**src/rtl/hazard_fwd_unit.sv**
```systemverilog
// Hazard detection and forwarding-select generation for the 5-stage MIPS pipeline.
// Shadows destination/Tnew of E, M and W; stall and mux selects are combinational.
module hazard_fwd_unit #(
    parameter int REG_W  = 5,
    parameter int TNEW_W = 2
) (
    input  logic              clk,
    input  logic              reset,
    input  logic [REG_W-1:0]  d_rs,
    input  logic [REG_W-1:0]  d_rt,
    input  logic [TNEW_W-1:0] d_tuse_rs,
    input  logic [TNEW_W-1:0] d_tuse_rt,
    input  logic [REG_W-1:0]  d_a3,
    input  logic [TNEW_W-1:0] d_tnew,
    output logic              stall,
    output logic [1:0]        d_fwd_rs,
    output logic [1:0]        d_fwd_rt,
    output logic [1:0]        e_fwd_rs,
    output logic [1:0]        e_fwd_rt,
    output logic              m_fwd_rt
);

    localparam logic [TNEW_W-1:0] TUSE_NONE = {TNEW_W{1'b1}};
    localparam logic [REG_W-1:0]  REG_ZERO  = '0;
    localparam logic [TNEW_W-1:0] TNEW_ZERO = '0;

    logic [REG_W-1:0]  e_rs, e_rt, e_a3;
    logic [TNEW_W-1:0] e_tnew;
    logic [REG_W-1:0]  m_rt, m_a3;
    logic [TNEW_W-1:0] m_tnew;
    logic [REG_W-1:0]  w_a3;

    function automatic logic [TNEW_W-1:0] sat_dec(input logic [TNEW_W-1:0] x);
        return (x != TNEW_ZERO) ? x - 1'b1 : TNEW_ZERO;
    endfunction

    // A reader stalls only if a producer in E or M will not have its value by the time it is used.
    function automatic logic hazard(
        input logic [REG_W-1:0]  idx,
        input logic [TNEW_W-1:0] tuse,
        input logic [REG_W-1:0]  ea3,
        input logic [TNEW_W-1:0] etnew,
        input logic [REG_W-1:0]  ma3,
        input logic [TNEW_W-1:0] mtnew
    );
        return (idx != REG_ZERO) && (tuse != TUSE_NONE) &&
               (((ea3 == idx) && (etnew > tuse)) || ((ma3 == idx) && (mtnew > tuse)));
    endfunction

    function automatic logic [1:0] d_sel(
        input logic [REG_W-1:0]  idx,
        input logic [REG_W-1:0]  ea3,
        input logic [TNEW_W-1:0] etnew,
        input logic [REG_W-1:0]  ma3,
        input logic [TNEW_W-1:0] mtnew,
        input logic [REG_W-1:0]  wa3
    );
        if (idx == REG_ZERO)                           return 2'b00;
        else if ((ea3 == idx) && (etnew == TNEW_ZERO)) return 2'b01;
        else if ((ma3 == idx) && (mtnew == TNEW_ZERO)) return 2'b10;
        else if (wa3 == idx)                           return 2'b11;
        else                                           return 2'b00;
    endfunction

    function automatic logic [1:0] e_sel(
        input logic [REG_W-1:0]  idx,
        input logic [REG_W-1:0]  ma3,
        input logic [TNEW_W-1:0] mtnew,
        input logic [REG_W-1:0]  wa3
    );
        if (idx == REG_ZERO)                           return 2'b00;
        else if ((ma3 == idx) && (mtnew == TNEW_ZERO)) return 2'b01;
        else if (wa3 == idx)                           return 2'b10;
        else                                           return 2'b00;
    endfunction

    always_comb begin
        stall    = hazard(d_rs, d_tuse_rs, e_a3, e_tnew, m_a3, m_tnew) |
                   hazard(d_rt, d_tuse_rt, e_a3, e_tnew, m_a3, m_tnew);
        d_fwd_rs = d_sel(d_rs, e_a3, e_tnew, m_a3, m_tnew, w_a3);
        d_fwd_rt = d_sel(d_rt, e_a3, e_tnew, m_a3, m_tnew, w_a3);
        e_fwd_rs = e_sel(e_rs, m_a3, m_tnew, w_a3);
        e_fwd_rt = e_sel(e_rt, m_a3, m_tnew, w_a3);
        m_fwd_rt = (m_rt != REG_ZERO) && (w_a3 == m_rt);
    end

    // On stall E takes a bubble (a3=0), which can never match a reader.
    always_ff @(posedge clk or posedge reset) begin
        if (reset) begin
            e_rs   <= '0;
            e_rt   <= '0;
            e_a3   <= '0;
            e_tnew <= '0;
            m_rt   <= '0;
            m_a3   <= '0;
            m_tnew <= '0;
            w_a3   <= '0;
        end else begin
            if (stall) begin
                e_rs   <= '0;
                e_rt   <= '0;
                e_a3   <= '0;
                e_tnew <= '0;
            end else begin
                e_rs   <= d_rs;
                e_rt   <= d_rt;
                e_a3   <= d_a3;
                e_tnew <= d_tnew;
            end
            m_rt   <= e_rt;
            m_a3   <= e_a3;
            m_tnew <= sat_dec(e_tnew);
            w_a3   <= m_a3;
        end
    end

endmodule

```
**config.mk**
```make
export PLATFORM = sky130hd
export DESIGN_NAME = hazard_fwd_unit
export DESIGN_NICKNAME = d
export VERILOG_FILES = /design/src/rtl/hazard_fwd_unit.sv
export SDC_FILE = /design/constraint.sdc
export NUM_CORES = 1
export LEC_CHECK = 0
export BUFFER_PORTS_ARGS = -buffer_cell sky130_fd_sc_hd__buf_2
export CORE_MARGIN = 4
export CORE_UTILIZATION = 61
export DETAILED_ROUTE_END_ITERATION = 10
export GPL_TIMING_DRIVEN = 1
export PLACE_DENSITY = 0.87
export SKIP_CTS_REPAIR_TIMING = 1
export SLEW_MARGIN = 20
export SYNTH_ARGS = -nofsm -noshare
export SYNTH_HDL_FRONTEND = slang
export SYNTH_SLANG_ARGS = --single-unit
export TNS_END_PERCENT = 100
```
**constraint.sdc**
```tcl
create_clock -name clk -period 5.25 [get_ports clk]
set_input_delay 0.2625 -clock clk [delete_from_list [all_inputs] [get_ports clk]]
set_output_delay 0.2625 -clock clk [all_outputs]
set_load 0.01 [all_outputs]
```
[Yosys cells after proc, flatten, opt, wreduce, memory -nomap -nowiden]
Cells that the tools add are included.
Storage, ports and cells
  input port bits: 23
  word-level logic and storage cells: 73
  register bits: 34
Operators by class
  bitwise gates (word level): 1
  reduce and logical (&&, ||, !) cells: 27
  add/subtract/negate cells: 1
  order comparisons: 4
  multiplexer cells: 19
  equal/unequal tests: 13
Operators with widths (number)
  $eq 5x5->1: 11
  $mux 2: 16
  $logic_not 5->1: 4
  $logic_and 1x1->1: 15
  $mux 5: 3
  $reduce_bool 5->1: 3
  $gt 2x2->1: 4
  $logic_not 2->1: 2
  $ne 2x2->1 const B: 2
  $logic_or 1x1->1: 2
  $reduce_bool 2->1: 1
  $sub 2x1->2 const B: 1
  $or 1x1->1: 1

[Longest topological paths before layout]
  word-level depth: 6
  gate-level depth with buffers: 9

[Least setup slack after synthesis]
Ideal clock, no wire load.
  path kind: input-to-output
  start point: in d_rs[1]
  end point: out stall
  arrival time: 1.774 ns
  stages: 6
  required time: 4.988 ns
  path slack: 3.214 ns
  cells stage by stage: or4_1 -> nor2_2 -> a2111oi_1 -> a22o_1 -> buf_6 -> or3_1
Between the ends
  word-level cells in the longest chain between the ends: 5
  elaborated cells between the ends (all ways): 9
  classes of those cells: eq/ne (2); bitwise (1); reduce/logical (6)
RTL lines
  start, declared: RTL line 9  | input logic [REG_W-1:0] d_rs,
  $eq 5x5->1: RTL line 47  | (((ea3 == idx) && (etnew > tuse)) || ((ma3 == idx) && (mtnew > tuse)));
  $logic_and 1x1->1: RTL line 47
  $logic_or 1x1->1: RTL line 47
  $logic_and 1x1->1 (*): RTL line 46  | return (idx != REG_ZERO) && (tuse != TUSE_NONE) &&
  $or 1x1->1 (*): RTL line 78  | stall = hazard(d_rs, d_tuse_rs, e_a3, e_tnew, m_a3, m_tnew) |
  end, declared: RTL line 15  | output logic stall,
Mark *: on every way between the ends. The rest lies on a longest branch, timed or not.

[Final worst setup path]
  start point: reg m_tnew[1]
  end point: out stall
Between the ends
  word-level cells in the longest chain between the ends: 5
  elaborated cells between the ends (all ways): 9
  classes of those cells: order compare (2); bitwise (1); reduce/logical (6)
RTL lines
  start, declared: RTL line 30  | logic [TNEW_W-1:0] m_tnew;
  start signal, assigned: RTL line 112  | m_tnew <= sat_dec(e_tnew);
  $gt 2x2->1: RTL line 47
  $logic_and 1x1->1: RTL line 47
  $logic_or 1x1->1: RTL line 47
  $logic_and 1x1->1: RTL line 46
  $or 1x1->1 (*): RTL line 78
Marked as above.

==> flow_summary.json <==
{
  "status": "complete, but fails checks",
  "yosys_warnings": 0,
  "p_sw_share_pct": 29.2,
  "num_rows": 21,
  "final_cell_mix": "dfrtp_1 (34), buf_2 (32), xor2_1 (31)",
  "cts.sinks": 34,
  "grt_max_degree": 35,
  "worst_pin_slew_ns": 0.816,
  "io_buffers": 32,
  "violations": "hold timing",
  "avgSynthCellArea_um2": 10.2,
  "drc": 0,
  "max_freq_mhz": 353,
  "final_hold_viol_count": 34,
  "worst_slack_ns": 2.42,
  "syn_area_mm2": 0.00218,
  "hold_slack_ns": -0.0247,
  "path_cells": "ha_1 -> a21oi_1 -> a2111oi_1 -> a22o_1 -> or3_1 -> buf_2",
  "synth_edf_count": 0,
  "combPwrFrac_pct": 20.4,
  "chipHeight_um": 67.8,
  "crit_required_ns": 4.99,
  "grt_pass1_wl_um": 8060,
  "drt-pass1-iter-count": 4,
  "htree_levels": 2,
  "setup_violations": 0,
  "antenna_found_initial": 0,
  "critPathKind": "reg2out",
  "dp.final_hpwl_um": 3660,
  "irDropWorstVdd_mv": 0.223,
  "grt_usage_pct": 24.7,
  "io_pins": 33,
  "clkTransAtPathRegs_ns": 0.10,
  "hold_class": "in2async",
  "switchingPower_uw": 187,
  "die_w_um": 67.8,
  "cts_tree": "yes",
  "synth_seq_cells": 34,
  "rsz0062_at_grt": "no",
  "syn-num-nets": 245,
  "slew-limit-headroom_pct": 45.6,
  "gr-total-overflow": 0,
  "power_density_mw_per_mm2": 264,
  "synthCells": 214,
  "cp-start-kind": "flip-flop",
  "ys_seq_area_share_pct": 39.0,
  "p_leak_nw": 1.12,
  "seqPwrFrac_pct": 48.9,
  "dp_slack_ns": 2.69,
  "async_flop_share_pct": 100,
  "p_clk_share_pct": 30.8,
  "finalCriticalPeriod_ns": 2.83,
  "internal_power_uw": 455,
  "maxCapViolations": 0,
  "cp_max_fo": 18,
  "crit_buf_inv": 1,
  "first_global_vias": 1709,
  "area_growth_pct": 11.6,
  "slew_violations": 0,
  "fin_nets": 276,
  "cp_top_family": "compound AO/OA/AOI/OAI gates",
  "clock_skew_ns": 0.00816,
  "ys.flop_type": "dfrtp_1",
  "cp-end-kind": "output port",
  "core_area_mm2": 0.00339,
  "routed_wl_um": 4880,
  "die-area_mm2": 0.00459,
  "wl_per_cell_um": 16.8,
  "crit_start": "m_tnew[1]",
  "layout_worst_path_cycle_share_pct": 53.9,
  "vias": 1672,
  "vias_per_cell": 5.75,
  "cts_root_buf": "clkbuf_4",
  "place.gp.congestion": 0.862,
  "crit_slowest_cell": "a22o_1",
  "ant_nets": 0,
  "tns_ns": 0,
  "antennaDiodeCount": 0,
  "cts_buffer_depth": 2,
  "start_util_pct": 64.3,
  "clock_latency_ns": 0.35,
  "synth.distinct_cells": 37,
  "worstPathArrival_ns": 2.57,
  "drt_iter0_markers": 107,
  "drive_gt1_share_pct": 22.4,
  "reg2reg_from": "m_tnew[1]",
  "layout_commonest_cell": "dfrtp_1",
  "cts_buffers": 5,
  "slowest_delay_ns": 0.74
}
registers in the layout, indices dropped and copies added, names as in the netlist:
signal,cells
e_a3,5
e_rs,5
e_rt,5
m_a3,5
m_rt,5
w_a3,5
e_tnew,2
m_tnew,2
worst paths after layout:
kind / endpoint / slack, ns / cells after the start
hold reg to reg: m_a3[0] / 0.46 / 0
max in group asynchronous: e_a3[4] / 4.97 / 3
min in group clk: e_tnew[1] / 0.12 / 3
setup / recovery: stall / 2.42 / 6
setup reg to reg: e_rs[4] / 3.07 / 5
hold / removal: m_rt[1] / -0.02 / 3
through the flow:
step	instances	cell area [um^2]	utilization (%)	total power, mW	hold WS, ns
6_report	291	2430	71.8	0.643	-0.0247
3_5_place_dp	284	2350	69.4	0.449	0.373
4_1_cts	291	2430	71.8	0.645	-0.00625
5_1_grt	291	2430	71.8	0.675	0.0185
2_1_floorplan	214	2180	-	0.408	0.376
3_3_place_gp	284	2350	69.4	0.443	0.365
cells by family after synthesis:
kind of cell    share of synthesized area (%)
flops                                    39.0
buf+inv                                  7.63
xor+xnor                                 21.7
fa+ha+maj                                4.59
compound gates                           6.77
simple gates                             20.3
Yosys cell counts (2+ instances only):
cell	n	area [um^2]
buf_2	3	15.0
xor2_1	31	272
a2111oi_4	2	55.1
clkbuf_1	5	18.8
or4_1	4	30.0
a21oi_1	7	35.0
xnor2_1	23	201
nor3_1	5	25.0
dfrtp_1	34	851
nor4_1	12	75.1
nand4_1	3	18.8
ha_1	8	100
and2_1	3	18.8
nor2_1	9	33.8
nor4_2	10	125
nand2_1	3	11.3
nand3_1	7	35.0
inv_1	26	97.6
layout make-up:
type | count | area [um^2]
Inverter | 26 | 97.6
Multi-Input combinational cell | 143 | 1160
Fill cell | 237 | 957
Clock buffer | 6 | 51.3
Sequential cell | 34 | 851
Tap cell | 46 | 57.6
Timing Repair Buffer | 35 | 183
Clock inverter | 1 | 30.0
per-layer routing:
metal / wire (um) / vias to the layer above / GRT usage (%)
li1: - / 791 / -
met1: 1970 / 804 / 30.5
met2: 2460 / 64 / 41.3
met3: 353 / 13 / 4.83
met4: 95 / 0 / 11.7
met5: 0 / - / 0
worst register-to-register path: stages, from the launching register on:
cell and delay, ns:
dfrtp_1 0.43, ha_1 0.32, a21oi_1 0.07, a2111oi_1 0.34
a22o_1 0.74, nor4_1 0.15
power by group through the flow:
stage	Clock (mW)	Combinational, mW	Sequential (mW)
3_3_place_gp	0	0.125	0.318
6_report	0.198	0.131	0.314
3_5_place_dp	0	0.130	0.319
2_1_floorplan	0	0.105	0.303
4_1_cts	0.200	0.131	0.314
5_1_grt	0.212	0.147	0.316
Power figures use the tool's default switching activity.
